==> config.mk <==
export PLATFORM = sky130hd
export DESIGN_NAME = rv32_decode_stage
export DESIGN_NICKNAME = d
export VERILOG_FILES = /design/src/rtl/rv32_pkg.sv /design/src/rtl/rv32_decoder_comb.sv /design/src/rtl/rv32_decode_stage.sv
export SDC_FILE = /design/constraint.sdc
export NUM_CORES = 1
export LEC_CHECK = 0
export CAP_MARGIN = 20
export CORE_MARGIN = 2
export CORE_UTILIZATION = 56
export CTS_CLUSTER_SIZE = 40
export DETAILED_ROUTE_END_ITERATION = 10
export PLACE_DENSITY = 0.82
export SKIP_CTS_REPAIR_TIMING = 1
export SYNTH_ARGS = -nofsm -noshare
export SYNTH_HDL_FRONTEND = slang
export SYNTH_HIERARCHICAL = 1
export SYNTH_SLANG_ARGS = --single-unit
==> constraint.sdc <==
create_clock -name clk -period 23.9 [get_ports clk]
set_clock_uncertainty 0.2 [all_clocks]
set_input_delay 4.78 -clock clk [delete_from_list [all_inputs] [get_ports clk]]
set_output_delay 4.78 -clock clk [all_outputs]
set_load 0.1 [all_outputs]
==> src/rtl/rv32_pkg.sv <==
// Shared RV32I decode types: instruction/PC aliases, opcode and format enums,
// the decoded-instruction record and the major-opcode constants.
package rv32_pkg;

  localparam int HART_CNT_W = 1;

  typedef logic [31:0]           rv32_instr_t;
  typedef logic [31:0]           rv32_pc_cnt_t;
  typedef logic [HART_CNT_W-1:0] rv32_hart_cnt_t;
  typedef logic [4:0]            rv32_register_t;
  typedef logic [12:0]           rv32_csr_t;
  typedef logic [31:0]           rv32_imm_t;

  localparam logic [6:0] OPC_OP       = 7'b0110011;
  localparam logic [6:0] OPC_OP_IMM   = 7'b0010011;
  localparam logic [6:0] OPC_LOAD     = 7'b0000011;
  localparam logic [6:0] OPC_STORE    = 7'b0100011;
  localparam logic [6:0] OPC_BRANCH   = 7'b1100011;
  localparam logic [6:0] OPC_JAL      = 7'b1101111;
  localparam logic [6:0] OPC_JALR     = 7'b1100111;
  localparam logic [6:0] OPC_LUI      = 7'b0110111;
  localparam logic [6:0] OPC_AUIPC    = 7'b0010111;
  localparam logic [6:0] OPC_SYSTEM   = 7'b1110011;
  localparam logic [6:0] OPC_MISC_MEM = 7'b0001111;

  localparam logic [6:0]  F7_BASE = 7'b0000000;
  localparam logic [6:0]  F7_ALT  = 7'b0100000;

  localparam rv32_instr_t INSTR_NOP    = 32'h0000_0013;
  localparam rv32_instr_t INSTR_ECALL  = 32'h0000_0073;
  localparam rv32_instr_t INSTR_EBREAK = 32'h0010_0073;
  localparam rv32_instr_t INSTR_MRET   = 32'h3020_0073;
  localparam rv32_instr_t INSTR_WFI    = 32'h1050_0073;

  typedef enum logic [7:0] {
    RV32_UNKNOWN = 8'd0,
    RV32_LUI, RV32_AUIPC, RV32_JAL, RV32_JALR,
    RV32_BEQ, RV32_BNE, RV32_BLT, RV32_BGE, RV32_BLTU, RV32_BGEU,
    RV32_LB, RV32_LH, RV32_LW, RV32_LBU, RV32_LHU,
    RV32_SB, RV32_SH, RV32_SW,
    RV32_ADDI, RV32_SLTI, RV32_SLTIU, RV32_XORI, RV32_ORI, RV32_ANDI,
    RV32_SLLI, RV32_SRLI, RV32_SRAI,
    RV32_ADD, RV32_SUB, RV32_SLL, RV32_SLT, RV32_SLTU,
    RV32_XOR, RV32_SRL, RV32_SRA, RV32_OR, RV32_AND,
    RV32_FENCE, RV32_FENCE_I,
    RV32_ECALL, RV32_EBREAK, RV32_MRET, RV32_WFI,
    RV32_CSRRW, RV32_CSRRS, RV32_CSRRC, RV32_CSRRWI, RV32_CSRRSI, RV32_CSRRCI,
    RV32_NOP
  } rv32_opcode_enum_t;

  typedef enum logic [3:0] {
    RV32_TYPE_UNKNOWN = 4'd0,
    RV32_TYPE_R,
    RV32_TYPE_I,
    RV32_TYPE_S,
    RV32_TYPE_B,
    RV32_TYPE_U,
    RV32_TYPE_J,
    RV32_TYPE_NOP
  } rv32_inst_type_t;

  // 124 bits; raw fields ride along so execute never needs the original word
  typedef struct packed {
    rv32_opcode_enum_t opcode;
    rv32_inst_type_t   inst_type;
    rv32_instr_t       instr;
    logic [6:0]        major;
    logic [2:0]        funct3;
    logic [6:0]        funct7;
    rv32_register_t    rd;
    rv32_register_t    rs1;
    rv32_register_t    rs2;
    rv32_csr_t         csr;
    rv32_imm_t         imm;
    logic              rd_we;
    logic              rs1_re;
    logic              rs2_re;
  } rv32_inst_dec_t;

  typedef struct packed {
    rv32_inst_dec_t dec;
    rv32_pc_cnt_t   pc;
    rv32_hart_cnt_t hart;
    logic           illegal;
  } rv32_dec_bundle_t;

  function automatic rv32_imm_t sext12(input logic [11:0] v);
    return {{20{v[11]}}, v};
  endfunction

endpackage

==> src/rtl/rv32_decoder_comb.sv <==
// Purely combinational RV32I decoder: raw word in, decoded record plus illegal flag out.
// Illegal words come out fully zeroed apart from the UNKNOWN opcode/type tags.
module rv32_decoder_comb
  import rv32_pkg::*;
(
  input  rv32_instr_t    instr_i,
  output rv32_inst_dec_t dec_o,
  output logic           illegal_o
);

  logic [6:0] major;
  logic [2:0] f3;
  logic [6:0] f7;
  logic       f7_alt_ok;

  assign major     = instr_i[6:0];
  assign f3        = instr_i[14:12];
  assign f7        = instr_i[31:25];
  assign f7_alt_ok = (f7 == F7_BASE) || (f7 == F7_ALT);

  rv32_opcode_enum_t op;
  rv32_inst_type_t   ty;
  rv32_imm_t         imm;
  logic use_rd, use_rs1, use_rs2, rd_we, rs1_re, is_csr, bad;

  always_comb begin
    op      = RV32_UNKNOWN;
    ty      = RV32_TYPE_UNKNOWN;
    imm     = '0;
    use_rd  = 1'b0;
    use_rs1 = 1'b0;
    use_rs2 = 1'b0;
    rd_we   = 1'b0;
    rs1_re  = 1'b0;
    is_csr  = 1'b0;
    bad     = 1'b0;
    case (major)
      OPC_OP: begin
        ty = RV32_TYPE_R;
        {use_rd, use_rs1, use_rs2, rd_we, rs1_re} = 5'b11111;
        case (f3)
          3'b000: begin op = instr_i[30] ? RV32_SUB : RV32_ADD; bad = !f7_alt_ok; end
          3'b001: begin op = RV32_SLL;  bad = (f7 != F7_BASE); end
          3'b010: begin op = RV32_SLT;  bad = (f7 != F7_BASE); end
          3'b011: begin op = RV32_SLTU; bad = (f7 != F7_BASE); end
          3'b100: begin op = RV32_XOR;  bad = (f7 != F7_BASE); end
          3'b101: begin op = instr_i[30] ? RV32_SRA : RV32_SRL; bad = !f7_alt_ok; end
          3'b110: begin op = RV32_OR;   bad = (f7 != F7_BASE); end
          default: begin op = RV32_AND; bad = (f7 != F7_BASE); end
        endcase
      end
      OPC_OP_IMM: begin
        ty = RV32_TYPE_I;
        {use_rd, use_rs1, rd_we, rs1_re} = 4'b1111;
        imm = sext12(instr_i[31:20]);
        case (f3)
          3'b000: op = RV32_ADDI;
          3'b010: op = RV32_SLTI;
          3'b011: op = RV32_SLTIU;
          3'b100: op = RV32_XORI;
          3'b110: op = RV32_ORI;
          3'b111: op = RV32_ANDI;
          3'b001: begin
            op  = RV32_SLLI;
            imm = {27'b0, instr_i[24:20]};
            bad = (f7 != F7_BASE);
          end
          default: begin
            op  = instr_i[30] ? RV32_SRAI : RV32_SRLI;
            imm = {27'b0, instr_i[24:20]};
            bad = !f7_alt_ok;
          end
        endcase
        if (instr_i == INSTR_NOP) begin
          op  = RV32_NOP;
          ty  = RV32_TYPE_NOP;
          imm = '0;
          {use_rd, use_rs1, rd_we, rs1_re} = 4'b0000;
        end
      end
      OPC_LOAD: begin
        ty = RV32_TYPE_I;
        {use_rd, use_rs1, rd_we, rs1_re} = 4'b1111;
        imm = sext12(instr_i[31:20]);
        case (f3)
          3'b000:  op = RV32_LB;
          3'b001:  op = RV32_LH;
          3'b010:  op = RV32_LW;
          3'b100:  op = RV32_LBU;
          3'b101:  op = RV32_LHU;
          default: bad = 1'b1;
        endcase
      end
      OPC_STORE: begin
        ty = RV32_TYPE_S;
        {use_rs1, use_rs2, rs1_re} = 3'b111;
        imm = sext12({instr_i[31:25], instr_i[11:7]});
        case (f3)
          3'b000:  op = RV32_SB;
          3'b001:  op = RV32_SH;
          3'b010:  op = RV32_SW;
          default: bad = 1'b1;
        endcase
      end
      OPC_BRANCH: begin
        ty = RV32_TYPE_B;
        {use_rs1, use_rs2, rs1_re} = 3'b111;
        imm = {{19{instr_i[31]}}, instr_i[31], instr_i[7], instr_i[30:25], instr_i[11:8], 1'b0};
        case (f3)
          3'b000:  op = RV32_BEQ;
          3'b001:  op = RV32_BNE;
          3'b100:  op = RV32_BLT;
          3'b101:  op = RV32_BGE;
          3'b110:  op = RV32_BLTU;
          3'b111:  op = RV32_BGEU;
          default: bad = 1'b1;
        endcase
      end
      OPC_JAL: begin
        ty = RV32_TYPE_J;
        op = RV32_JAL;
        {use_rd, rd_we} = 2'b11;
        imm = {{11{instr_i[31]}}, instr_i[31], instr_i[19:12], instr_i[20], instr_i[30:21], 1'b0};
      end
      OPC_JALR: begin
        ty  = RV32_TYPE_I;
        op  = RV32_JALR;
        {use_rd, use_rs1, rd_we, rs1_re} = 4'b1111;
        imm = sext12(instr_i[31:20]);
        bad = (f3 != 3'b000);
      end
      OPC_LUI, OPC_AUIPC: begin
        ty  = RV32_TYPE_U;
        op  = (major == OPC_LUI) ? RV32_LUI : RV32_AUIPC;
        {use_rd, rd_we} = 2'b11;
        imm = {instr_i[31:12], 12'b0};
      end
      OPC_MISC_MEM: begin
        ty  = RV32_TYPE_I;
        {use_rd, use_rs1} = 2'b11;
        imm = sext12(instr_i[31:20]);
        case (f3)
          3'b000:  op = RV32_FENCE;
          3'b001:  op = RV32_FENCE_I;
          default: bad = 1'b1;
        endcase
      end
      OPC_SYSTEM: begin
        ty  = RV32_TYPE_I;
        imm = sext12(instr_i[31:20]);
        // privileged ops only match exact encodings; CSRxI keeps zimm in rs1
        case (f3)
          3'b001:  op = RV32_CSRRW;
          3'b010:  op = RV32_CSRRS;
          3'b011:  op = RV32_CSRRC;
          3'b101:  op = RV32_CSRRWI;
          3'b110:  op = RV32_CSRRSI;
          3'b111:  op = RV32_CSRRCI;
          default: bad = 1'b1;
        endcase
        if (f3 != 3'b000 && f3 != 3'b100) begin
          is_csr = 1'b1;
          {use_rd, use_rs1, rd_we} = 3'b111;
          rs1_re = !f3[2];
        end
        if      (instr_i == INSTR_ECALL)  begin op = RV32_ECALL;  bad = 1'b0; end
        else if (instr_i == INSTR_EBREAK) begin op = RV32_EBREAK; bad = 1'b0; end
        else if (instr_i == INSTR_MRET)   begin op = RV32_MRET;   bad = 1'b0; end
        else if (instr_i == INSTR_WFI)    begin op = RV32_WFI;    bad = 1'b0; end
      end
      default: bad = 1'b1;
    endcase
    if (instr_i[1:0] != 2'b11) bad = 1'b1;
  end

  always_comb begin
    dec_o     = '0;
    illegal_o = bad;
    if (!bad) begin
      dec_o.opcode    = op;
      dec_o.inst_type = ty;
      dec_o.instr     = instr_i;
      dec_o.major     = major;
      dec_o.funct3    = f3;
      dec_o.funct7    = f7;
      dec_o.rd        = use_rd  ? instr_i[11:7]  : '0;
      dec_o.rs1       = use_rs1 ? instr_i[19:15] : '0;
      dec_o.rs2       = use_rs2 ? instr_i[24:20] : '0;
      dec_o.csr       = is_csr  ? {1'b0, instr_i[31:20]} : '0;
      dec_o.imm       = imm;
      dec_o.rd_we     = rd_we;
      dec_o.rs1_re    = rs1_re;
      dec_o.rs2_re    = use_rs2;
    end else begin
      dec_o.opcode    = RV32_UNKNOWN;
      dec_o.inst_type = RV32_TYPE_UNKNOWN;
    end
  end

endmodule

==> src/rtl/rv32_decode_stage.sv <==
// Pipelined decode stage: combinational decode into an output register backed by
// a one-entry skid register so in_ready comes straight from a flop.
module rv32_decode_stage
  import rv32_pkg::*;
#(
  parameter int HART_W    = 1,
  parameter int ILL_CNT_W = 16
) (
  input  logic                 clk,
  input  logic                 rst,
  input  logic                 flush,
  input  logic                 in_valid,
  output logic                 in_ready,
  input  logic [31:0]          in_instr,
  input  logic [31:0]          in_pc,
  input  logic [HART_W-1:0]    in_hart,
  output logic                 out_valid,
  input  logic                 out_ready,
  output rv32_inst_dec_t       out_dec,
  output logic [31:0]          out_pc,
  output logic [HART_W-1:0]    out_hart,
  output logic                 out_illegal,
  output logic [ILL_CNT_W-1:0] ill_cnt
);

  typedef struct packed {
    rv32_inst_dec_t      dec;
    logic [31:0]         pc;
    logic [HART_W-1:0]   hart;
    logic                illegal;
  } entry_t;

  rv32_inst_dec_t in_dec;
  logic           in_ill;
  entry_t         in_entry;

  rv32_decoder_comb u_decoder (
    .instr_i   (in_instr),
    .dec_o     (in_dec),
    .illegal_o (in_ill)
  );

  assign in_entry = '{dec: in_dec, pc: in_pc, hart: in_hart, illegal: in_ill};

  entry_t               out_q, out_d, skid_q, skid_d;
  logic                 out_valid_q, out_valid_d;
  logic                 skid_valid_q, skid_valid_d;
  logic                 in_ready_q, in_ready_d;
  logic [ILL_CNT_W-1:0] ill_cnt_q, ill_cnt_d;
  logic                 accept, out_free;

  // a word presented alongside flush is dropped, so it never reaches the counter
  assign accept   = in_valid && in_ready_q && !flush;
  assign out_free = !out_valid_q || out_ready;

  always_comb begin
    out_d        = out_q;
    out_valid_d  = out_valid_q;
    skid_d       = skid_q;
    skid_valid_d = skid_valid_q;
    ill_cnt_d    = ill_cnt_q;
    if (flush) begin
      out_valid_d  = 1'b0;
      skid_valid_d = 1'b0;
    end else if (out_free) begin
      if (skid_valid_q) begin
        out_d        = skid_q;
        out_valid_d  = 1'b1;
        skid_valid_d = 1'b0;
      end else if (accept) begin
        out_d       = in_entry;
        out_valid_d = 1'b1;
      end else begin
        out_valid_d = 1'b0;
      end
    end else if (accept) begin
      skid_d       = in_entry;
      skid_valid_d = 1'b1;
    end
    in_ready_d = !skid_valid_d;
    if (accept && in_ill && (ill_cnt_q != '1)) ill_cnt_d = ill_cnt_q + ILL_CNT_W'(1);
  end

  always_ff @(posedge clk or posedge rst) begin
    if (rst) begin
      out_q        <= '0;
      out_valid_q  <= 1'b0;
      skid_q       <= '0;
      skid_valid_q <= 1'b0;
      in_ready_q   <= 1'b1;
      ill_cnt_q    <= '0;
    end else begin
      out_q        <= out_d;
      out_valid_q  <= out_valid_d;
      skid_q       <= skid_d;
      skid_valid_q <= skid_valid_d;
      in_ready_q   <= in_ready_d;
      ill_cnt_q    <= ill_cnt_d;
    end
  end

  assign in_ready    = in_ready_q;
  assign out_valid   = out_valid_q;
  assign out_dec     = out_q.dec;
  assign out_pc      = out_q.pc;
  assign out_hart    = out_q.hart;
  assign out_illegal = out_q.illegal;
  assign ill_cnt     = ill_cnt_q;

endmodule
* After elaboration in Yosys (flattened, before gate mapping) *
Cells that the tools add are included.

cells by class
  add/sub/neg operators = 1
  $mul = 0
  divide/modulo/power cells = 0
  $lt $le $gt $ge = 0
  eq/ne operators = 27
  shift operators = 0
  multiplexer cells = 59
  bitwise logic cells = 2
  reductions and logical operators = 35

operators by type and width
  operator                                                           number
  158-bit two-way mux                                                2
  32-bit one-hot mux with 6 select lines                             1
  112-bit two-way mux                                                1
  8-bit one-hot mux with 7 select lines                              2
  8-bit one-hot mux with 10 select lines                             1
  32-bit two-way mux                                                 2
  6-bit one-hot mux with 6 select lines                              1
  32-bit by 21-bit == test with 1-bit output, second input constant  1
  32-bit by 29-bit == test with 1-bit output, second input constant  1
  32-bit by 30-bit == test with 1-bit output, second input constant  1
  32-bit by 5-bit == test with 1-bit output, second input constant   1
  32-bit by 7-bit == test with 1-bit output, second input constant   1
  8-bit two-way mux                                                  4
  6-bit OR reduction                                                 5
  7-bit by 6-bit == test with 1-bit output, second input constant    4
  7-bit == test, second input constant                               4
  4-bit one-hot mux with 7 select lines                              1
  1-bit two-way mux                                                  26
  12-bit two-way mux                                                 2
  4-bit one-hot mux with 6 select lines                              1
  4-bit one-hot mux with 5 select lines                              1
  16-bit by 1-bit adder with 16-bit output, second input constant    1
  16-bit inequality test, second input constant                      1
  5-bit two-way mux                                                  3
  31 further kinds                                                   56

storage, ports and cells
  bits in registers = 335
  bits in latches = 0
  bits in writable memories = 0
  bits in read-only memories = 0
  output and inout port bits = 176
  logic and storage cells = 162
  memories kept = 0

* Longest topological paths before layout *
Gate-level depths: netlist (run 1).

  word-level depth = 12
  gate-level depth with buffers = 13

* Hierarchy *
Netlist (run 1), hierarchy kept.

by module, submodules not included
  module             instances  cells an instance  area each (µm²)
  rv32_decode_stage  1          1103               13997.2
  rv32_decoder_comb  1          426                2532.4

* Worst setup path after synthesis (run 1) *
OpenSTA, ideal clock, no wires.

  path type = input to register
  start point = in in_instr[25]
  end point = reg ill_cnt_q[10] (netlist: ill_cnt[10])
  arrival time = 7.490 ns
  setup slack = 16.048 ns
  stages on the path = 11
  path buffers = 2
  path through = or4_4 > a2111oi_4 > o221ai_1 > or4_4 > buf_6 > or2_2 > and4b_1 > buf_4 > o2111ai_1 > nor2_1 > xor2_1

between the ends
  cells in the longest elaborated chain, start to end = 9
  elaborated cells between the ends (all ways) = 19
  those cells by class = eq/ne (5); mux (8); reduce/logical (6)

ends and longest elaborated chain
  element                                     RTL line                  RTL
  start: declaration                          rv32_decode_stage.sv:14   input logic [31:0] in_instr,
  32-bit by 29-bit == test with 1-bit output  rv32_decoder_comb.sv:169  else if (instr_i == INSTR_WFI) begin op = RV32_WFI; bad = 1'b0; end
  1-bit two-way mux                           rv32_decoder_comb.sv:169
  1-bit two-way mux                           rv32_decoder_comb.sv:168  else if (instr_i == INSTR_MRET) begin op = RV32_MRET; bad = 1'b0; end
  1-bit two-way mux                           rv32_decoder_comb.sv:167  else if (instr_i == INSTR_EBREAK) begin op = RV32_EBREAK; bad = 1'b0; end
  1-bit two-way mux                           rv32_decoder_comb.sv:166  if (instr_i == INSTR_ECALL) begin op = RV32_ECALL; bad = 1'b0; end
  1-bit one-hot mux with 9 select lines *     rv32_decoder_comb.sv:37   case (major)
  1-bit two-way mux *                         rv32_decoder_comb.sv:173  if (instr_i[1:0] != 2'b11) bad = 1'b1;
  named net in_ill                            rv32_decode_stage.sv:34   logic in_ill;
  1-bit logical AND * (2 in series)           rv32_decode_stage.sv:81   if (accept && in_ill && (ill_cnt_q != '1)) ill_cnt_d = ill_cnt_q + ILL_CNT_W'(1);
  end signal: assignment                      rv32_decode_stage.sv:98   ill_cnt_q <= ill_cnt_d;
  end: declaration                            rv32_decode_stage.sv:49   logic [ILL_CNT_W-1:0] ill_cnt_q, ill_cnt_d;

The timed path passes the listed nets; every way through them passes the cells marked *.
A chain may end at the register's enable or synchronous reset.

==> metrics.csv, run 1 <==
metric,value,unit
status,"complete, no violations",
drt-vias-per-instance,5.961,
rsz0062_at_grt,false,
ant_nets,0,
vias,12550,
nets,1765,
cts_tree,yes,
grt_pass1_vias,12410,
cp_max_fo,23,
crit_buf_inv,2,
avgSynthCellArea,10.81,sq um
grt_max_degree,255,
ys_warn_count,6,
finalSetupViolCount,0,
synth_edf_count,0,
synth_area,16530,sq um
clk_pin_slew,0.06,ns
powerDensity,92.95,nW/um^2
cp_cell_sequence,clkdlybuf4s50_1 -> nor4bb_1 -> buf_4 -> nand3_1 -> a21oi_1 -> a21oi_1 -> nor4_1 -> mux2i_1 -> a21oi_1,
fin_area,19990,sq um
endpoint_kind,flop,
final.min_clock_period,8.353,ns
die_width,175.8,um
layout_commonest_cell,dfrtp_1,
max_slew_margin,0.2628,
synthMuxAreaShare,0.2041,
slowest_delay,0.92,ns
synth_adder_area_share,0.0007569,
grt_overflow_total,0,
min_path_type,flop to flop,
synth_async_sr_flop_share,1.000,
drv_cap,0,
drive_above_1_share,0.1453,
multi_input_area,7320,sq um
critPathRequiredTime,24.13,ns
cts_buffer_depth,3,
ys_seq_area_frac,0.5072,
synth_top_family_by_area,multiplexers,
crit_family,compound AO/OA/AOI/OAI gates,
setup_tns,0,ns
fillers,2175,
drv_slew,0,
h-tree-depth,2,
core.rowCount,62,
synth-xor-area-share,0.007418,
worstSkewPairLatency,0.52,ns
total_power,0.001858,W
fin_hold_ws,0.3043,ns
grt_util_all_layers,0.2809,
cts_made_buffers,35,
grt_pass1_wl,69190,um
synthSimpleGateAreaFrac,0.1252,
crit_slowest_cell,a21oi_1,
antenna_found_initial,1,
syn_inst,1529,
fmax,119.7,MHz
seqCellArea,8388,sq um
dr.pass1.iters,6,
root_buffer,clkbuf_16,
coreArea,28860,sq um
place_hpwl,28830,um
drc,0,
p_leak,8.192,nW
ys_types,71,
fin_crit_sh,0.3495,
cp.arrival,8.58,ns
critPathKind,primary input to flop,
tightest_slew,1.106,ns
die-area,30910,sq um
place_congestion,0.9553,
final-hold-violation-count,0,
final_core_util,0.6927,
boundaryPins,246,
place_area,18870,sq um
peakVddDrop,95.69,uV
fp.dieH,175.8,um
drt-total-wl,43440,um
port-buffer-count,245,
cp_common_cell,a21oi_1,
clock-sinks,335,
final_cell_mix,"333 x dfrtp_1, 245 x clkdlybuf4s50_1, 190 x nor2_1, 184 x a21oi_1, 159 x mux2i_1",
start_util,0.5728,
synth_seq_cells,335,
synth-compound-area-share,0.1021,
ys.flop_type,dfrtp_1,
startpoint_type,primary input,
detailedRoute.firstIterationViolations,1175,
diodes,0,
area_delta_synth_final,20.94,%
wl_per_cell,20.64,um
[worst paths after layout]
path | start | endpoint | slack, ns | cells after the start
min reg2reg | skid_q[36]$_DFFE_PP0P_ | skid_q[36]$_DFFE_PP0P_ | 0.30 | 1
max | in_instr[3] | out_dec[8]$_DFFE_PP0P_ | 15.55 | 9
min | skid_q[36]$_DFFE_PP0P_ | skid_q[36]$_DFFE_PP0P_ | 0.30 | 1
max in group asynchronous | rst | skid_valid_q$_DFF_PP0_ | 17.28 | 3
max reg2reg | skid_valid_q$_DFF_PP0_ | out_pc[19]$_DFFE_PP0P_ | 20.36 | 6
min in group asynchronous | rst | out_pc[0]$_DFFE_PP0P_ | 4.65 | 2
[cells by family (layout without fill, tap and decap cells)]
group                      after synthesis  in the layout
xor gates and xnor gates                14             14
muxes                                  317            317
other                                    1              4
DFF                                    335            335
adders and majority gates                1              1
AOI/OAI and AO/OA                      287            287
buffers and inverters                  159            348
and+or+nand+nor                        415            415
[worst register-to-register path, delay by kind of cell, from the launching register on]
family                 cells  cell delay [ns]
AO/OA/AOI/OAI              2             0.40
flip-flops                 1             1.07
AND/OR/NAND/NOR            2             0.45
buffers and inverters      2             1.32
[metrics by stage]
step | setup WS, ns | instances
after CTS | 15.67 | 2104
after floorplan | 9.640 | 1532
final | 15.55 | 2105
after global routing | 15.23 | 2105
after detailed placement | 15.12 | 2040
after global placement | 15.14 | 2040
[power breakdown]
part	switching (W)	internal, W	total, W
Sequential	0.0000492	0.000639	0.000688
Clock	0.000223	0.000301	0.000525
Combinational	0.000495	0.000150	0.000645
[layout make-up]
type	instances	area share
sequential	335	0.4196
multi-input combinational	1038	0.3662
timing repair buffer	264	0.1308
clock buffer	55	0.05214
tap	384	0.02403
inverter	20	0.004131
clock inverter	9	0.003130
[cell usage after synthesis (all sizes together), types with 12 or more instances]
master  instances  area [sq um]
a211oi         30         225.2
a21oi         185         929.6
buf            96         638.1
clkbuf         43         161.4
dfrtp         334          8358
inv            20         75.07
mux2          158          1783
mux2i         159          1592
nand2          55         206.5
nand3          12         60.06
nand4          14         115.1
nor2          191         716.9
nor3           45         236.5
nor3b          21         162.6
nor4           22         143.9
o21ai          24         120.1
xor2           12         105.1
[sequential cells by signal (all words and copies together), names as in the netlist]
| register | cells |
|---|---|
| ill_cnt | 16 |
| in_ready | 1 |
| out_dec | 124 |
| out_hart | 1 |
| out_illegal | 1 |
| out_pc | 32 |
| out_valid | 1 |
| skid_q | 158 |
| skid_valid_q | 1 |
[per-layer routing]
| metal | vias to the layer above | share of wire | global-route usage |
|---|---|---|---|
| met2 | 396 | 0.48 | 0.4541 |
| met5 | - | 0 | 0 |
| met1 | 6284 | 0.43 | 0.3950 |
| met3 | 71 | 0.063 | 0.04978 |
| li1 | 5796 | - | - |
| met4 | 0 | 0.022 | 0.07300 |
Power figures use the tool's default switching activity.
==> inputs of run 2 (changes only) <==
--- a/config.mk
+++ b/config.mk
@@ -7,10 +7,10 @@
 export LEC_CHECK = 0
 export CAP_MARGIN = 20
 export CORE_MARGIN = 2
-export CORE_UTILIZATION = 56
+export CORE_UTILIZATION = 50
 export CTS_CLUSTER_SIZE = 40
 export DETAILED_ROUTE_END_ITERATION = 10
-export PLACE_DENSITY = 0.82
+export PLACE_DENSITY = 0.78
 export SKIP_CTS_REPAIR_TIMING = 1
 export SYNTH_ARGS = -nofsm -noshare
 export SYNTH_HDL_FRONTEND = slang
==> constraint.sdc (replaced) <==
create_clock -name clk -period 7.45 [get_ports clk]
set_clock_uncertainty 0.2 [all_clocks]
set_input_delay 1.49 -clock clk [delete_from_list [all_inputs] [get_ports clk]]
set_output_delay 1.49 -clock clk [all_outputs]
set_load 0.1 [all_outputs]
==> run 2 against run 1 <==
  * Clock-buffer cell count shrank 2
  * Clock power grew to 3.5 times the previous value
  * Die area increased by 12%
  * Critical path depth is the same
  * Sequential power increased to 3.2 times the previous value
  * Final cell count increased by 2.6%
  * Core utilization fell by 7.1 points
  * Critical endpoint is now out_dec[72]$_DFFE_PP0P_
  * Register-to-register slack got worse by 16 ns
  * Final area is 1.3% higher
  * Critical path type unchanged
  * Total power grew to 3.3 times the previous value
  * Routed wire length increased by 1.6%
==> metrics.csv, run 2 (synthesis gave the netlist of run 1 again) <==
metric,value,unit,change
status,"complete, no violations",,
rr_startpoint,skid_valid_q$_DFF_PP0_,,
final_core_util,0.6222,,-0.07055
pre_cts_ws,1.917,ns,-13.21 ns
area_delta_synth_final,22.47,%,
ant_nets,0,,unchanged
clock-sinks,335,,unchanged
max_slew_margin,0.2514,,-0.01144
die_width,185.8,um,+5.7%
drv_slew,0,,unchanged
min_path_type,flop to flop,,
coreArea,32540,sq um,+13%
antenna_found_initial,1,,unchanged
whs_path_depth,1,,unchanged
internal-power,0.003644,W,+230%
tightest_slew,1.119,ns,+0.01365 ns
detailedRoute.firstIterationViolations,748,,-36%
peakVddDrop,337.3,uV,+250%
dr.pass1.iters,4,,-2
diodes,0,,unchanged
drive_above_1_share,0.1478,,+0.002582
startpoint_type,primary input,,
final.setup.worst_slack,2.422,ns,-13.12 ns
cp.arrival,5.26,ns,-3.32 ns
ff2ff_path_depth,4,,-2
switchingPower,0.002466,W,+220%
largest_register_ffs,158,,unchanged
fmax,198.9,MHz,
clk_pin_slew,0.06,ns,about the same
worstSkewPairLatency,0.52,ns,about the same
final_cell_mix,"333 x dfrtp_1, 245 x clkdlybuf4s50_1, 190 x nor2_1, 184 x a21oi_1, 159 x mux2i_1",,
h-tree-depth,2,,unchanged
total_power,0.006110,W,+230%
grt_util_all_layers,0.2559,,-0.02503
critPathKind,primary input to flop,,
endpoint_kind,flop,,
fp.dieH,185.8,um,+5.7%
combPwrFrac,0.339,,-0.008
p_leak,8.270,nW,+0.96%
grt_max_degree,176,,-31%
powerDensity,301.8,nW/um^2,+220%
final-hold-violation-count,0,,unchanged
finalSetupViolCount,0,,unchanged
cts_tree,yes,,
fin_crit_sh,0.6749,,
min_from,skid_q[39]$_DFFE_PP0P_,,
grt_overflow_total,0,,unchanged
critPathRequiredTime,7.68,ns,-16.45 ns
nets,1767,,+0.11%
start_util,0.5080,,-0.06476
drt-total-wl,44120,um,+1.6%
switching_share,0.4036,,-0.009179
grt_pass1_vias,12320,,-0.70%
boundaryPins,246,,unchanged
seqPwrFrac,0.361,,-0.010
wl_per_cell,20.42,um,-1.0%
r2r_setup_slack,4.45,ns,-15.91 ns
setup_tns,0,ns,unchanged
cp_max_fo,54,,+130%
place_hpwl,29790,um,+3.3%
clock_power_share,0.300,,+0.018
cts_buffer_depth,3,,unchanged
r2r_end,out_dec[39]$_DFFE_PP0P_,,
grt_pass1_wl,69690,um,+0.73%
drt-vias-per-instance,5.750,,-3.5%
layout_commonest_cell,dfrtp_1,,
final.min_clock_period,5.028,ns,
die-area,34530,sq um,+12%
hold_end,skid_q[39]$_DFFE_PP0P_,,
top_register,skid_q,,
vias,12420,,-1.0%
core.rowCount,66,,+6.5%
drc,0,,unchanged
drv_cap,0,,unchanged
root_buffer,clkbuf_16,,
cts_made_buffers,37,,+5.7%
port-buffer-count,245,,unchanged
rsz0062_at_grt,false,,
place_congestion,0.9339,,-2.2%
## run 2: worst max-delay path, stage by stage
cell and delay [ns]:
clkdlybuf4s50_1 0.99, inv_1 0.34, a2111oi_4 0.35, o221ai_1 0.21, or4_4 0.59, buf_4 0.31, nor3_1 0.62, mux2i_1 0.14
a21oi_1 0.19
## run 2: power groups by stage
stage | Combinational (W) | Sequential (W) | Clock [W]
2_1_floorplan | 0.000386 | 0.00340 | 0
3_3_place_gp | 0.00206 | 0.00223 | 0
3_5_place_dp | 0.00208 | 0.00223 | 0
4_1_cts | 0.00208 | 0.00221 | 0.00186
5_1_grt | 0.00216 | 0.00223 | 0.00194
6_report | 0.00207 | 0.00221 | 0.00183
## run 2: worst max-delay path by stage
stage                              endpoint  cells past startpoint  slack [ns]          from
finish              out_dec[72]$_DFFE_PP0P_                      9        2.42  in_instr[14]
global route        ill_cnt[15]$_DFFE_PP0P_                     10        2.20  in_instr[13]
CTS                 out_dec[72]$_DFFE_PP0P_                      9        2.48  in_instr[14]
detailed placement  out_dec[72]$_DFFE_PP0P_                      9        1.92  in_instr[14]
global placement    out_dec[94]$_DFFE_PP0P_                      9        1.83   in_instr[5]
floorplan            ill_cnt[0]$_DFFE_PP0P_                      1        1.28           rst
## run 2: cell type report
class / count / area (sq um)
Clock buffer: 53 / 1119
Clock inverter: 8 / 100.1
Fill cell: 2644 / 12290
Inverter: 20 / 78.83
Multi-Input combinational cell: 1038 / 7320
Sequential cell: 335 / 8388
Tap cell: 442 / 553.0
Timing Repair Buffer: 264 / 2685
## run 2: per-stage QoR
stage | hold WS (ns) | cell area, sq um | cells
3_5_place_dp | 0.2934 | 19010 | 2098
2_1_floorplan | 0.2728 | 16540 | 1532
3_3_place_gp | 0.2860 | 18980 | 2097
6_report | 0.3022 | 20240 | 2160
5_1_grt | 0.3122 | 20240 | 2160
4_1_cts | 0.3051 | 20230 | 2159
## run 2: per-layer routing
layer	track usage	up-vias	routed length [um]
li1	-	5795	-
met1	0.3574	6214	19510
met2	0.4088	344	20930
met3	0.05283	66	2808
met4	0.06488	0	871
met5	0	-	0
==> inputs of run 3 (changes only) <==
--- a/config.mk
+++ b/config.mk
@@ -7,10 +7,10 @@
 export LEC_CHECK = 0
 export CAP_MARGIN = 20
 export CORE_MARGIN = 2
-export CORE_UTILIZATION = 50
+export CORE_UTILIZATION = 55
 export CTS_CLUSTER_SIZE = 40
 export DETAILED_ROUTE_END_ITERATION = 10
-export PLACE_DENSITY = 0.78
+export PLACE_DENSITY = 0.81
 export SKIP_CTS_REPAIR_TIMING = 1
 export SYNTH_ARGS = -nofsm -noshare
 export SYNTH_HDL_FRONTEND = slang
==> constraint.sdc (replaced) <==
create_clock -name clk -period 4.77 [get_ports clk]
set_clock_uncertainty 0.2 [all_clocks]
set_input_delay 0.954 -clock clk [delete_from_list [all_inputs] [get_ports clk]]
set_output_delay 0.954 -clock clk [all_outputs]
set_load 0.1 [all_outputs]
==> run 3 against run 2 <==
  * Routed wire length up 0.43%
  * Worst setup slack worse by 1.7 ns
  * Non-clock buffer count is 52 higher
  * Sequential share of layout area fell by 0.86 points
  * Die area fell by 8.9%
  * Core utilization is 7.5 points higher
  * Sequential cell count is the same
==> metrics.csv, run 3 (synthesis gave the netlist of run 1 again) <==
metric,value,unit,change
rr_startpoint,skid_valid_q$_DFF_PP0_,,
fmax,244.7,MHz,
dr.pass1.iters,6,,+2
drive_above_1_share,0.1747,,+0.02690
drt-total-wl,44310,um,+0.43%
crit_path_start,in_instr[25],,
total_power,0.009667,W,+58%
tightest_slew,1.164,ns,+0.04501 ns
start_util,0.5577,,+0.04967
wl_met2,21480,um,+2.6%
cts_tree,yes,,
grt_max_degree,173,,-1.7%
layout_commonest_cell,dfrtp_1,,
grt_pass1_vias,12770,,+3.7%
rsz0062_at_grt,false,,
fin_crit_sh,0.8568,,
place_congestion,0.9743,,+4.3%
min_from,skid_q[22]$_DFFE_PP0P_,,
dr_wl_met3,2488,um,-11%
fp.dieH,177.4,um,-4.6%
top_layer_used,met4,,
max_slew_margin,0.2213,,-0.03010
diodes,0,,unchanged
nets,1818,,+2.9%
drv_cap,0,,unchanged
placed_cells,2099,,+0.048%
place_hpwl,30220,um,+1.4%
cts_buffer_depth,3,,unchanged
drv_slew,0,,unchanged
place_area,19390,sq um,+2.0%
drc,0,,unchanged
coreArea,29640,sq um,-8.9%
boundaryPins,246,,unchanged
grt_util_all_layers,0.2826,,+0.02674
core.rowCount,63,,-4.5%
endpoint_kind,flop,,
status,"complete, no violations",,
fin_area,20670,sq um,+2.1%
finalSetupViolCount,0,,unchanged
final_cell_mix,"333 x dfrtp_1, 245 x clkdlybuf4s50_1, 190 x nor2_1, 184 x a21oi_1, 159 x mux2i_1",,
die-area,31460,sq um,-8.9%
peakVddDrop,603.6,uV,+79%
fillers,2248,,-15%
multi_input_area,7315,sq um,about the same
wl_met1,19140,um,-1.9%
largest_register_ffs,158,,unchanged
cts_made_buffers,36,,-2.7%
final-hold-violation-count,0,,unchanged
final.min_clock_period,4.087,ns,
top_register,skid_q,,
h-tree-depth,2,,unchanged
antenna_found_initial,2,,+1
grt_overflow_total,0,,unchanged
powerDensity,467.6,nW/um^2,+55%
cp.arrival,4.29,ns,-0.97 ns
p_leak,8.565,nW,+3.6%
min_path_type,flop to flop,,
clock-sinks,335,,unchanged
seqCellArea,8388,sq um,unchanged
grt_pass1_wl,70260,um,+0.82%
cp_max_fo,5,,-91%
root_buffer,clkbuf_16,,
area_delta_synth_final,25.06,%,
detailedRoute.firstIterationViolations,938,,+25%
worstSkewPairLatency,0.52,ns,about the same
drt-vias-per-instance,5.879,,+2.3%
critPathKind,primary input to flop,,
vias,12720,,+2.4%
die_width,177.4,um,-4.6%
port-buffer-count,245,,unchanged
critPathRequiredTime,4.97,ns,-2.71 ns
wl_per_cell,20.47,um,+0.25%
stdcell_count,2164,,+0.19%
startpoint_type,primary input,,
clk_pin_slew,0.06,ns,about the same
ant_nets,0,,unchanged
run 3: cell count changes in the layout (fill, tap and decap cells not counted), moves of 2 or more:
cell and change:
buf_12 +6, buf_4 +48, clkbuf_8 +2, clkinv_4 +2
run 3: area by class of cell:
cell class / instances / share of cell area
inverters: 20 / 0.003813
flip-flops and latches: 335 / 0.4058
repair buffers: 316 / 0.1511
clock inverters: 12 / 0.007868
well taps: 390 / 0.02360
multi-input cells: 1038 / 0.3538
clock buffers: 53 / 0.05405
run 3: path summary, 6_finish.rpt:
path,end,slack (ns),cells past startpoint
worst min register to register,skid_q[22]$_DFFE_PP0P_,0.30,1
worst min-delay path,skid_q[22]$_DFFE_PP0P_,0.30,1
max in group asynchronous,out_dec[47]$_DFFE_PP0P_,2.54,4
worst max-delay path,ill_cnt[10]$_DFFE_PP0P_,0.68,11
min in group asynchronous,out_dec[29]$_DFFE_PP0P_,0.74,2
worst max register to register,out_pc[17]$_DFFE_PP0P_,2.19,5
run 3: layer usage:
layer / up-vias / global-route usage
met4: 0 / 0.08709
met5: - / 0
met3: 85 / 0.04734
li1: 5889 / -
met1: 6331 / 0.3886
met2: 417 / 0.4617
run 3: worst max-delay path, cell delays in order:
cell,delay [ns]
clkdlybuf4s50_1,0.42
or4_4,0.58
a2111oi_4,0.33
o221ai_1,0.17
or4_4,0.58
or2_2,0.39
and4b_1,0.29
buf_4,0.17
o2111ai_1,0.14
nor2_1,0.10
xor2_1,0.15
run 3: metrics by stage:
step	setup slack [ns]	hold slack, ns	setup TNS [ns]	util
finish	0.6832	0.3030	0	0.6975
global route	0.5622	0.3111	0	0.6975
CTS	0.6953	0.3066	0	0.6975
detailed placement	0.1686	0.2932	0	0.6543
global placement	0.1802	0.2861	0	0.6543
floorplan	-0.8598	0.2728	-287.17	-
run 3: report_power, final:
part           total (W)  switching [W]  internal (W)
registers        0.00346       0.000255       0.00320
clock network    0.00294        0.00114       0.00180
logic            0.00327        0.00249      0.000782
